$ cat config.mk
export PLATFORM = sky130hd
export DESIGN_NAME = score_display_driver
export DESIGN_NICKNAME = d
export VERILOG_FILES = /design/src/rtl/score_display_driver.sv
export SDC_FILE = /design/constraint.sdc
export NUM_CORES = 1
export LEC_CHECK = 0
export ABC_AREA = 1
export BUFFER_PORTS_ARGS = -buffer_cell sky130_fd_sc_hd__clkbuf_2
export CAP_MARGIN = 10
export CORE_ASPECT_RATIO = 0.9
export CORE_MARGIN = 2
export CORE_UTILIZATION = 45
export DETAILED_ROUTE_END_ITERATION = 10
export GPL_TIMING_DRIVEN = 1
export HOLD_SLACK_MARGIN = 0.15
export SETUP_SLACK_MARGIN = 0.1
export SLEW_MARGIN = 20
export SYNTH_ARGS = -nofsm -noshare
export SYNTH_HDL_FRONTEND = slang
export SYNTH_SLANG_ARGS = --single-unit
$ cat constraint.sdc
create_clock -name CLK -period 2.1 [get_ports CLK]
set_clock_uncertainty 0.15 [all_clocks]
set_input_delay 0.42 -clock CLK [delete_from_list [all_inputs] [get_ports CLK]]
set_output_delay 0.42 -clock CLK [all_outputs]
set_load 0.01 [all_outputs]
$ cat src/rtl/score_display_driver.sv
// score_display_driver: frame-synchronous two-digit score readout on a 4-digit multiplexed 7-segment display with win blink
module score_display_driver #(
    parameter int REFRESH_DIV = 50000,
    parameter int BLINK_DIV   = 25,
    parameter int MAX_SCORE   = 10
) (
    input  logic       CLK,
    input  logic       RESET,
    input  logic [3:0] CURRENT_SCORE,
    output logic [1:0] STROBE_COUNTER,
    output logic [3:0] SEG_SELECT,
    output logic [7:0] HEX_OUT
);
    localparam int TW = $clog2(REFRESH_DIV);
    localparam int BW = BLINK_DIV > 1 ? $clog2(BLINK_DIV) : 1;
    localparam logic [TW-1:0] TICK_LAST  = TW'(REFRESH_DIV - 1);
    localparam logic [BW-1:0] BLINK_LAST = BW'(BLINK_DIV - 1);
    localparam logic [3:0]    MAX_S      = 4'(MAX_SCORE);

    logic [TW-1:0] tick_cnt;
    logic [BW-1:0] blink_cnt;
    logic [3:0]    score_q;
    logic          phase_on;
    logic          tick;
    logic          frame_end;
    logic          win;
    logic          blank;
    logic [7:0]    d0;
    logic [7:0]    d1;
    logic [7:0]    hex_d;
    logic [3:0]    sel_d;

    function automatic logic [7:0] seg7(input logic [3:0] d);
        case (d)
            4'd0:    return 8'hC0;
            4'd1:    return 8'hF9;
            4'd2:    return 8'hA4;
            4'd3:    return 8'hB0;
            4'd4:    return 8'h99;
            4'd5:    return 8'h92;
            4'd6:    return 8'h82;
            4'd7:    return 8'hF8;
            4'd8:    return 8'h80;
            4'd9:    return 8'h90;
            default: return 8'hFF;
        endcase
    endfunction

    // Digit decode and next output value; the strobe-change cycle and blink-off phase are dark
    always_comb begin
        tick      = tick_cnt == TICK_LAST;
        frame_end = tick && STROBE_COUNTER == 2'd3;
        win       = score_q == MAX_S;
        blank     = tick || (win && !phase_on);
        d0        = score_q > MAX_S ? 8'hBF : seg7(score_q >= 4'd10 ? score_q - 4'd10 : score_q);
        d1        = score_q > MAX_S ? 8'hBF : score_q >= 4'd10 ? 8'hF9 : 8'hFF;
        sel_d     = blank ? 4'hF : ~(4'b0001 << STROBE_COUNTER);
        hex_d     = blank ? 8'hFF : STROBE_COUNTER == 2'd0 ? d0 : STROBE_COUNTER == 2'd1 ? d1 : 8'hFF;
    end

    // Refresh tick divider and digit scan index
    always_ff @(posedge CLK) begin
        if (!RESET) begin
            tick_cnt       <= '0;
            STROBE_COUNTER <= 2'd0;
        end else begin
            tick_cnt       <= tick ? '0 : tick_cnt + TW'(1);
            STROBE_COUNTER <= tick ? STROBE_COUNTER + 2'd1 : STROBE_COUNTER;
        end
    end

    // Score capture and blink phase advance, both only at frame end
    always_ff @(posedge CLK) begin
        if (!RESET) begin
            score_q   <= 4'd0;
            blink_cnt <= '0;
            phase_on  <= 1'b1;
        end else if (frame_end) begin
            score_q   <= CURRENT_SCORE;
            blink_cnt <= (win && blink_cnt != BLINK_LAST) ? blink_cnt + BW'(1) : '0;
            phase_on  <= win ? (blink_cnt == BLINK_LAST ? !phase_on : phase_on) : 1'b1;
        end
    end

    // Registered anode and segment drive
    always_ff @(posedge CLK) begin
        if (!RESET) begin
            SEG_SELECT <= 4'hF;
            HEX_OUT    <= 8'hFF;
        end else begin
            SEG_SELECT <= sel_d;
            HEX_OUT    <= hex_d;
        end
    end
endmodule

== After elaboration in Yosys (flattened, before gate mapping) ==
Memories as Yosys holds them, arrays and structs flattened.
Cells that the tools add are included.
W data, S select, Z words.
Operators by class
  $add $sub $neg: 4
  order comparisons: 2
  equal/unequal tests: 7
  shift-type cells: 1
  muxes and demuxes: 9
  bitwise operators: 2
  reductions and logical operators: 9
Operators with widths (count)
  $add A16 B1 Y16 const B: 1
  $eq A16 B16 Y1 const B: 1
  $mux W8: 2
  $mux W7: 2
  $add A5 B1 Y5 const B: 1
  $eq A5 B5 Y1 const B: 1
  $mux W5: 1
  $ne A5 B5 Y1 const B: 1
  $eq A4 B4 Y1 const B: 1
  $ge A4 B4 Y1 const B: 1
  $gt A4 B4 Y1 const B: 1
  $mux W4: 1
  $not A4 Y4: 1
  $reduce_or A2 Y1: 2
  $shl A1 B2 Y4 const A: 1
  $sub A4 B4 Y4 const B: 1
  $logic_and A1 B1 Y1: 3
  $mux W3: 1
  $add A2 B1 Y2 const B: 1
  $eq A2 B1 Y1 const B: 1
  $eq A2 B2 Y1 const B: 1
  $logic_not A2 Y1: 1
  $mux W1: 2
  $ne A2 B1 Y1 const B: 1
  other kinds (4): 4
Word-level totals
  register bits: 40
  memory bits (read-only): 112
  input port bits: 6
  output and inout port bits: 14
  logic and storage cells: 42
  memories: 1
Memories
  (no name shown): depth 16, width 7, read ports 1, clocked after memory_dff 0, wr ports 0, line 34  | case (d)

== Longest topological paths before layout ==
Gate-level depths: netlist (run 1).
  depth after elaboration: 5
  gate-level depth with buffers: 11
  gate-level depth less buffers: 11

== Least setup slack after synthesis (run 1) ==
OpenSTA, ideal clock, no wires.
  path type: reg-to-reg
  start: register score_q[1]
  end: register HEX_OUT[1]
  library setup time: 0.116 ns
  arrival: 1.278 ns
  data required time: 1.834 ns
  path slack: 0.556 ns
  cell stages (with the launch flop): 10
  path buffers: 0
  period minus slack after synthesis: 1.544 ns
  cell sequence: dfxtp_1 -> inv_2 -> ha_1 -> nand2_1 -> nand2_2 -> nand2_1 -> nand2_1 -> nand3_1 -> nand2_1 -> nand2_1
Between the ends
  cells in the longest elaborated chain, start to end: 5
  elaborated cells between the ends (all ways): 14
  classes of those cells: 1 x add/sub; 2 x order compare; 1 x eq/ne; 6 x mux; 3 x reduce/logical; 1 x memory
RTL lines
  start: declaration: line 22  | logic [3:0] score_q;
  start signal: assignment: line 75  | score_q <= 4'd0;
  start signal: assignment: line 79  | score_q <= CURRENT_SCORE;
  $sub A4 B4 Y4 or $ge A4 B4 Y1 (tied branches): line 55, 56
  $mux W4 or $mux W3 (tied branches): line 55, 56
  $mem_v2 Z16 W7 or $mux W7 (tied branches)
  $mux W8 or $mux W7 (tied branches): line 55, 58
  $mux W8: line 58  | hex_d = blank ? 8'hFF : STROBE_COUNTER == 2'd0 ? d0 : STROBE_COUNTER == 2'd1 ? d1 : 8'hFF;
  end signal: assignment: line 89  | HEX_OUT <= 8'hFF;
  end signal: assignment: line 92  | HEX_OUT <= hex_d;
  end: declaration: line 12  | output logic [7:0] HEX_OUT
Several ways; a longest one is shown, not always the timed one.
A chain may end at the register's enable or synchronous reset.

== Worst setup path after layout (run 1) ==
Same ends and word-level chain as after synthesis.

==> results of run 1 <==
## sequential cells by signal, indices dropped and copies added (netlist names)
name            cells
HEX_OUT             7
SEG_SELECT          4
STROBE_COUNTER      2
blink_cnt           5
phase_on            1
score_q             4
tick_cnt           16
## layout make-up
cell class,instances,area (sq um)
Inverter,37,139
Timing Repair Buffer,19,97.6
Fill cell,468,2130
Clock buffer,6,72.6
Clock inverter,2,60.1
Sequential cell,39,781
Tap cell,62,77.6
Multi-Input combinational cell,221,1190
## power groups by stage
stage               clock, uW  combinational [uW]  sequential (uW)
global route              793                48.7              758
finish                    739                43.2              756
detailed placement          0                43.3              774
global placement            0                43.1              773
CTS                       757                43.5              756
floorplan                   0                24.0              777
## metrics by stage
| step | util, % | std cells | area (sq um) | total power, uW | worst slack (ps) |
|---|---|---|---|---|---|
| final | 53.2 | 386 | 2420 | 1540 | 372 |
| after CTS | 53.2 | 386 | 2420 | 1560 | 363 |
| after detailed placement | 50.2 | 378 | 2280 | 817 | 391 |
| after global routing | 53.2 | 386 | 2420 | 1600 | 176 |
| after global placement | 50.2 | 378 | 2280 | 817 | 365 |
| after floorplan | - | 303 | 2160 | 801 | 556 |
## logic make-up after synthesis
| kind of cell | after synthesis | synth area share, % |
|---|---|---|
| xor gates and xnor gates | 4 | 1.62 |
| AOI/OAI and AO/OA | 28 | 7.42 |
| and+or+nand+nor | 174 | 37.8 |
| DFF | 39 | 36.2 |
| buffers and inverters | 43 | 8.64 |
| adders and majority gates | 14 | 8.12 |
| other | 1 | 0.174 |
## layer usage
metal / wire length [um] / vias to the layer above / track usage (%)
met1: 2250 / 795 / 23.3
met4: 34 / 0 / 4.17
met2: 1670 / 33 / 23.7
met3: 235 / 4 / 5.21
met5: 0 / - / 0
li1: - / 1011 / -
## worst min-delay path by stage
| stage | from | end | slack (ps) |
|---|---|---|---|
| 2_1_floorplan | tick_cnt[0] | tick_cnt[0] | 270 |
| 3_3_place_gp | tick_cnt[0] | tick_cnt[0] | 280 |
| 3_5_place_dp | tick_cnt[0] | tick_cnt[0] | 290 |
| 4_1_cts | CURRENT_SCORE[1] | score_q[1] | 210 |
| 5_1_grt | CURRENT_SCORE[3] | score_q[3] | 200 |
| 6_report | CURRENT_SCORE[1] | score_q[1] | 210 |
## placed cells by master (no fill, tap or decap), types with 2 or more instances in the layout
master,count
nand2_2,6
inv_2,8
clkbuf_8,5
o21ai_0,3
clkbuf_2,18
a21oi_1,20
nand2_1,81
xnor2_1,2
nor2_2,4
bufinv_16,2
dfxtp_1,39
nand3_1,32
ha_1,14
nor2_4,2
inv_1,29
xor2_1,2
nor3b_1,2
nand4_1,8
nor3_1,5
nor2_1,28
## worst max-delay path: cells and delay by family (launching register included)
kind,cells,cell delay (ps)
fa+ha+maj,1,280
buf+inv,1,80
flops,1,410
simple gates,7,690
==> results by group, run 1 <==
Power
  • Sequential share of power: 49.2%
  • PwrDens: 636 nW/um^2
  • Clk pwr share: 48.0%
  • Psw: 297 uW
  • Combinational Power Share: 2.8%
  • Pleak: 0.00102 uW
  • Switching Fraction: 19.3%
  • Cell Int Power: 1240 uW
  • Peak VDD IR: 0.346 mV

Floorplanning
  • Die height: 69.7 um
  • Starting Density: 47.4%
  • Core Region: 4550 sq um
  • FP Rows: 23
  • Die width: 77.0 um
  • DIE AREA: 5360 sq um
  • # IOs: 20

STA
  • Final TNS setup: 0 ps
  • Final worst-path cycle share: 82.3%
  • Fmax: 579 MHz
  • RSZ-0062 raised after global routing: false
  • Final Critical Period: 1730 ps
  • Final Setup Violations: 0
  • Fin. Hold Viols: 0
  • Worst slew pin tran: 543 ps
  • Final max-slew violation count: 0
  • Rel. slew slack: 63.5%
  • Final hold slack: 214 ps

Clock tree
  • Clock transition at path regs: 80 ps
  • H-tree depth: 2
  • Clk_lat worst skew: 290 ps
  • Cts hold-fix bufs: 0
  • # resized after CTS: 0
  • CTS Root Cell: clkbuf_8
  • CTS Buf Count: 5
  • Post-CTS Setup Inserts: 0
  • CTS max path bufs: 2
  • CTS tree: done
  • Clock Sinks: 39

Synth
  • Area contributors post-synth: dfxtp_1, nand2_1, ha_1
  • Yosys warning total: 0
  • Mean Syn Cell Area: 7.12 sq um
  • Post-synthesis register bit count: 39
  • Syn Std Cell Area: 2160 sq um
  • Most numerous cell in the Yosys netlist: nand2_1
  • Synth Flop Type: dfxtp_1
  • Post-Syn Instances: 303
  • Asr flop ratio synth: 0%
  • Leading area contributor after synthesis: dfxtp_1
  • Sequential share of the synthesized area: 36.2%
  • Post-synthesis cell type count: 33
  • Post-synth EDFFs: 0
  • Synth Net Count: 323
  • Synth top area share: 36.2%
  • Synth top cells by count: nand2_1, dfxtp_1, nand3_1

Critical path
  • CP startpoint: score_q[1]
  • Critical Path End: HEX_OUT[1]
  • Critical Path Source Type: flop
  • Critical path fanouts, max: 9
  • Worst path cell trace: inv_2, ha_1, nand2_1, nand2_2, nand2_1, nand2_1, nand3_1, nand2_1, nand2_1
  • Worst reg2reg path depth: 9
  • Crit path kind: reg -> reg
  • Highest cell delay on the worst timing path: 410 ps
  • Critical path capture point type: flop
  • Reg-to-reg slack, setup: 370 ps
  • Slowest library cell on the worst path: dfxtp_1
  • Worst reg2reg path startpoint: score_q[1]
  • WP data required: 2140 ps
  • Arrival @ worst endpoint: 1770 ps
  • Most used cell, CP: nand2_1
  • Reg-to-reg endpoint: HEX_OUT[1]

Cells and area
  • Final Net Count: 343
  • Share of final-layout standard cells stronger than drive strength 1: 16.0%
  • Antenna cells: 0
  • Area delta synth->final: 12.1%

Placed design
  • IO buf count: 18
  • Final RePlAce weighted congestion: 0.844
  • HPWL Detailed: 3.09 mm

Routing
  • ANT nets after route: 0
  • Number of remaining DRC errors: 0
  • WL final: 4.18 mm
  • Vias post-DR: 1,843
  • Initial DRC count: 102
  • Vias/cell: 4.77
  • Pre-Repair DR Iteration Count: 4
  • DR WL/cell: 10.8 um

Global route
  • Largest net degree at the start of global routing: 17
  • Total gr overflow: 0
  • Total Routing Usage GR: 16.3%
  • First-pass GRT wire length: 7.11 mm
  • Vias in the first global route: 1,639
  • Number of antenna violations at the first check in global routing: 0

Flow run
  • Max_cap viols: 0

Run status
  • Status: completed

Hold path
  • Hold path depth: 3
  • Min-delay worst type: in -> reg
Note: power is estimated with default switching activity, not from simulation.
==> run 2, diff against run 1 <==
PLACE_DENSITY = 0.66   (was default)
clock period = 1.56 ns   (was 2.1 ns; I/O delays follow)
==> results by group, run 2 (synthesis gave the netlist of run 1 again) <==
STA
  • RSZ-0062 raised after global routing: true
  • Final Critical Period: 1510 ps
  • Final worst-path cycle share: 96.7%
  • Final Setup Violations: 0
  • Fmax: 663 MHz
  • Final max-slew violation count: 0
  • Fin. Hold Viols: 0
  • Final TNS setup: 0 ps

Critical path
  • Arrival @ worst endpoint: 1520 ps
  • Critical Path Source Type: flop
  • Slowest library cell on the worst path: dfxtp_2
  • Critical path fanouts, max: 9
  • WP data required: 1570 ps
  • Highest cell delay on the worst timing path: 360 ps
  • Critical path capture point type: flop
  • Worst path cell trace: ha_4, nand3_2, nor2_4, buf_4, nand3_4, nand2_1, a21oi_2
  • Crit path kind: reg -> reg

Routing
  • WL final: 4.96 mm
  • ANT nets after route: 0
  • Pre-Repair DR Iteration Count: 5
  • Number of remaining DRC errors: 0
  • DR WL/cell: 11.8 um
  • Vias/cell: 4.92
  • Vias post-DR: 2,062
  • Initial DRC count: 132

Floorplanning
  • DIE AREA: 5360 sq um
  • FP Rows: 23
  • Die height: 69.7 um
  • # IOs: 20
  • Starting Density: 47.4%
  • Die width: 77.0 um
  • Core Region: 4550 sq um

Global route
  • M3 GR Usage: 4.43%
  • Total gr overflow: 0
  • Met1 Use GR: 24.7%
  • Largest net degree at the start of global routing: 17
  • Vias in the first global route: 1,804
  • Number of antenna violations at the first check in global routing: 0
  • Met2 usage: 28.2%
  • Total Routing Usage GR: 17.9%
  • Grt peak-use layer: met2
  • First-pass GRT wire length: 7.89 mm

Cells and area
  • Most frequent cells in the layout: nand2_1, inv_1, dfxtp_1
  • Seq. cell area: 807 sq um
  • FILL cells: 390
  • Finished Core Util: 65.1%
  • Antenna cells: 0
  • Reg with most FFs: tick_cnt
  • Max reg flops: 16
  • Multi-input gate area: 1470 sq um
  • Area delta synth->final: 37.3%
  • Share of final-layout standard cells stronger than drive strength 1: 37.8%
  • Final Net Count: 376
  • Commonest non-fill, non-tap cell in the layout: nand2_1
  • Final Cell Area: 2960 sq um
  • Top flop regs: tick_cnt (16), HEX_OUT (7), blink_cnt (5)
  • Final cell count without fillers: 419

Clock tree
  • CTS Buf Count: 5
  • CTS max path bufs: 2
  • H-tree depth: 2
  • CTS tree: done
  • Clk_lat worst skew: 280 ps
  • CTS Root Cell: clkbuf_8
  • Clock transition at path regs: 70 ps
  • Clock Sinks: 39

Power
  • Peak VDD IR: 0.488 mV
  • Pleak: 0.00127 uW
  • PwrDens: 586 nW/um^2

Placed design
  • IO buf count: 18
  • Final RePlAce weighted congestion: 0.826
  • HPWL Detailed: 3.37 mm
  • Placed inst area: 2470 sq um
  • Placed Cells: 398

Run status
  • Status: completed

Flow run
  • Max_cap viols: 0

Hold path
  • Min-delay worst type: reg -> reg
==> run 2: changes by cell type in the layout (fill, tap and decap cells not counted), sizes merged <==
cell	delta
buf	+26
bufinv	-2
clkbuf	+1
clkinv	+1
dlygate4sd3	+5
nand2	+1
nor2	+1
==> run 2: cell type report <==
cell class,instances,share of cell area (%)
timing repair buffer,50,12.5
clock buffer,7,2.58
clock inverter,1,0.169
tap,62,2.62
multi-input combinational,223,49.8
sequential,39,27.2
inverter,37,5.11
==> run 2: metal layers <==
layer	wire length, um	share of wire, %	up-vias
met4	60	1.2	0
met5	0	0	-
met1	2380	48	918
li1	-	-	1081
met2	2270	46	57
met3	244	4.9	6
==> run 2: metrics by stage <==
step                setup slack (ps)  total power, uW  hold WS, ps
floorplan                        110             1080          245
global placement                31.6             1110          253
detailed placement             -16.0             1110          263
CTS                             62.7             1760          295
global route                   -31.4             1810          303
finish                          52.0             1740          291
==> run 2: final timing paths <==
check         startpoint      endpoint  slack [ps]  depth (start not counted)
max          tick_cnt[1]  blink_cnt[3]          50                          7
min          tick_cnt[0]   tick_cnt[0]         290                          1
max reg2reg  tick_cnt[1]  blink_cnt[3]          50                          7
min reg2reg  tick_cnt[0]   tick_cnt[0]         290                          1
==> run 2: report_power, final <==
group	switching [uW]	internal, uW
sequential	10.1	1010
clock	317	313
combinational	44.4	42.9
total	371	1360
==> run 2: critical path, delay by kind of cell, from the launching register on <==
| family | cells | cell delay (ps) |
|---|---|---|
| simple gates | 4 | 530 |
| flops | 1 | 360 |
| buf+inv | 1 | 130 |
| compound gates | 1 | 50 |
| fa+ha+maj | 1 | 160 |
==> run 2: repair_timing <==
item,4_1_cts,5_1_grt
hold buffers,5,0
cloned,1,1
buffers inserted,4,2
setup endpoints to repair,35,39
pin swaps,5,16
hold endpoints to repair,5,0
gates resized for setup,11,72
==> run 3, diff against run 2 <==
ABC_AREA = default   (was 1)
PLACE_DENSITY = 0.78   (was 0.66)
==> results by group, run 3 <==
Floorplanning
  • FP Rows: 23
  • # IOs: 20
  • Die height: 68.2 um
  • DIE AREA: 5130 sq um
  • Core Region: 4430 sq um
  • Die width: 75.3 um
  • Starting Density: 46.5%

Power
  • Cell Int Power: 1570 uW
  • Switching Fraction: 20.4%
  • Psw: 403 uW
  • Pleak: 0.00120 uW
  • Clk pwr share: 44.1%
  • PwrDens: 686 nW/um^2
  • Sequential share of power: 51.4%
  • Peak VDD IR: 0.486 mV
  • Combinational Power Share: 4.5%

Cells and area
  • Share of final-layout standard cells stronger than drive strength 1: 35.0%
  • Antenna cells: 0
  • Top flop regs: tick_cnt (16), HEX_OUT (7), blink_cnt (5)
  • Commonest non-fill, non-tap cell in the layout: buf_4
  • Multi-input gate area: 1230 sq um
  • Finished Core Util: 64.9%
  • FILL cells: 357
  • Seq. cell area: 793 sq um
  • Most frequent cells in the layout: buf_4, dfxtp_1, nand2_1
  • Reg with most FFs: tick_cnt
  • Final Net Count: 339
  • Final Cell Area: 2880 sq um
  • Max reg flops: 16
  • Area delta synth->final: 39.7%

Critical path
  • Crit path kind: reg -> reg
  • Critical path fanouts, max: 3
  • Buffer and inverter count on the worst path: 0
  • WP data required: 1580 ps
  • Worst path cell trace: or4b_4, or4_4, o31ai_2, o311ai_1
  • Critical path capture point type: flop
  • Arrival @ worst endpoint: 2030 ps
  • Critical Path Source Type: flop
  • Reg-to-reg slack, setup: -450 ps
  • Worst reg2reg path depth: 4
  • Slowest library cell on the worst path: or4_4
  • Highest cell delay on the worst timing path: 560 ps
  • Reg-to-reg endpoint: phase_on
  • Crit path max-delay family: simple AND/OR/NAND/NOR gates
  • Worst reg2reg path startpoint: tick_cnt[13]

Clock tree
  • H-tree depth: 2
  • CTS tree: done
  • Clk_lat worst skew: 300 ps
  • CTS max path bufs: 2
  • CTS Buf Count: 5
  • CTS Root Cell: clkbuf_8
  • Clock Sinks: 39
  • Clock transition at path regs: 80 ps

Hold path
  • Hold Startpoint: RESET
  • Min-delay worst type: in -> reg
  • Hold path depth: 3
  • Hold endpoint: phase_on

Placed design
  • IO buf count: 18
  • HPWL Detailed: 3.47 mm
  • Final RePlAce weighted congestion: 0.839
  • Placed inst area: 2660 sq um
  • Place WS: -502 ps

Global route
  • M3 GR Usage: 4.42%
  • Total gr overflow: 0
  • Vias in the first global route: 1,729
  • Grt peak-use layer: met2
  • First-pass GRT wire length: 7.58 mm
  • Met1 Use GR: 24.3%
  • Met2 usage: 32.4%
  • Largest net degree at the start of global routing: 20
  • Total Routing Usage GR: 19.2%
  • Number of antenna violations at the first check in global routing: 0

Synth
  • Most numerous cell in the Yosys netlist: dfxtp_1
  • Sequential share of the synthesized area: 37.9%
  • Leading area contributor after synthesis: dfxtp_1
  • Asr flop ratio synth: 0%
  • Post-synthesis cell type count: 50
  • Synth Flop Type: dfxtp_1
  • Syn Std Cell Area: 2060 sq um
  • Synth top cells by count: dfxtp_1, nand2_1, nor2_1
  • Yosys warning total: 0
  • Synth Net Count: 260
  • Synth top area share: 37.9%
  • Mean Syn Cell Area: 8.58 sq um
  • Post-Syn Instances: 240
  • Post-synthesis register bit count: 39
  • Post-synth EDFFs: 0
  • Area contributors post-synth: dfxtp_1, ha_1, xnor2_1

Routing
  • Vias post-DR: 1,958
  • WL final: 4.65 mm
  • Vias/cell: 5.13
  • Initial DRC count: 103
  • Pre-Repair DR Iteration Count: 4
  • ANT nets after route: 0
  • DR WL/cell: 12.2 um
  • Number of remaining DRC errors: 0

Run status
  • Status: finished with violations
  • Failing checks: negative setup slack

STA
  • Final worst-path cycle share: 129%
  • Final TNS setup: -13,580 ps
  • Fin. Hold Viols: 0
  • Final Critical Period: 2010 ps
  • Final Setup Violations: 37
  • RSZ-0062 raised after global routing: true
  • Min setup slack post-route: -445 ps
  • Fmax: 499 MHz
  • Final max-slew violation count: 0
  • Final hold slack: 285 ps

Flow run
  • Max_cap viols: 0
## run 3: cell count changes after synthesis, sizes merged, moves of 7 or more
| cell | change |
|---|---|
| nand2 | -60 |
| xnor2 | +10 |
| clkbuf | +7 |
| nor2 | -10 |
| and2 | +7 |
| o21ai | +10 |
| nand3 | -27 |
| a21oi | -16 |
| inv | -23 |
## run 3: worst max path at each step
stage | cells past startpoint | endpoint | slack, ps | startpoint
floorplan | 5 | phase_on | -590 | tick_cnt[10]
global placement | 4 | phase_on | -460 | tick_cnt[10]
detailed placement | 4 | phase_on | -500 | tick_cnt[10]
CTS | 5 | phase_on | -450 | STROBE_COUNTER[0]
global route | 4 | phase_on | -520 | tick_cnt[13]
finish | 4 | phase_on | -450 | tick_cnt[13]
## run 3: cells by family (layout without fill, tap and decap cells)
logic type	after synthesis	in the layout	share of synthesized area [%]
AOI/OAI and AO/OA	41	41	13.4
and+or+nand+nor	103	103	27.5
DFF	39	39	37.9
adders and majority gates	14	14	8.51
buffers and inverters	25	105	5.23
other	1	1	0.182
xor gates and xnor gates	15	15	6.38
muxes	2	2	0.972
## run 3: per-stage QoR
step                cells  total power [uW]
finish                382              1970
global route          382              2040
CTS                   381              1980
detailed placement    366              1120
global placement      366              1110
floorplan             240              1080
## run 3: what timing repair did
item,CTS,global route
pin swaps,7,4
endpoints found under the setup margin,37,38
hold buffers,4,0
gates resized for setup,7,5
setup buffers,3,1
cloned,0,0
endpoints found under the hold margin,4,0
## run 3: worst register-to-register path, delay by kind of cell, from the launching register on
family | cells | cell delay, ps
AND/OR/NAND/NOR | 2 | 1100
flip-flops | 1 | 320
AO/OA/AOI/OAI | 2 | 320
## run 3: routing by layer
layer  share of wire [%]  up-vias
met1                  47      912
li1                    -      992
met2                  48       44
met4                 1.5        0
met3                 3.6       10
met5                   0        -
## run 3: layout make-up
cell class	instances	share of cell area, %
well taps	62	2.70
repair buffers	83	21.1
inverters	14	1.83
multi-input cells	176	42.7
flip-flops and latches	39	27.6
clock buffers	6	2.87
clock inverters	2	1.22
## run 3: power groups by stage
stage / clock [uW] / combinational [uW] / sequential, uW
global placement: 0 / 78.0 / 1040
CTS: 879 / 89.0 / 1010
detailed placement: 0 / 79.7 / 1040
finish: 870 / 89.1 / 1010
floorplan: 0 / 33.3 / 1040
global route: 924 / 98.2 / 1020
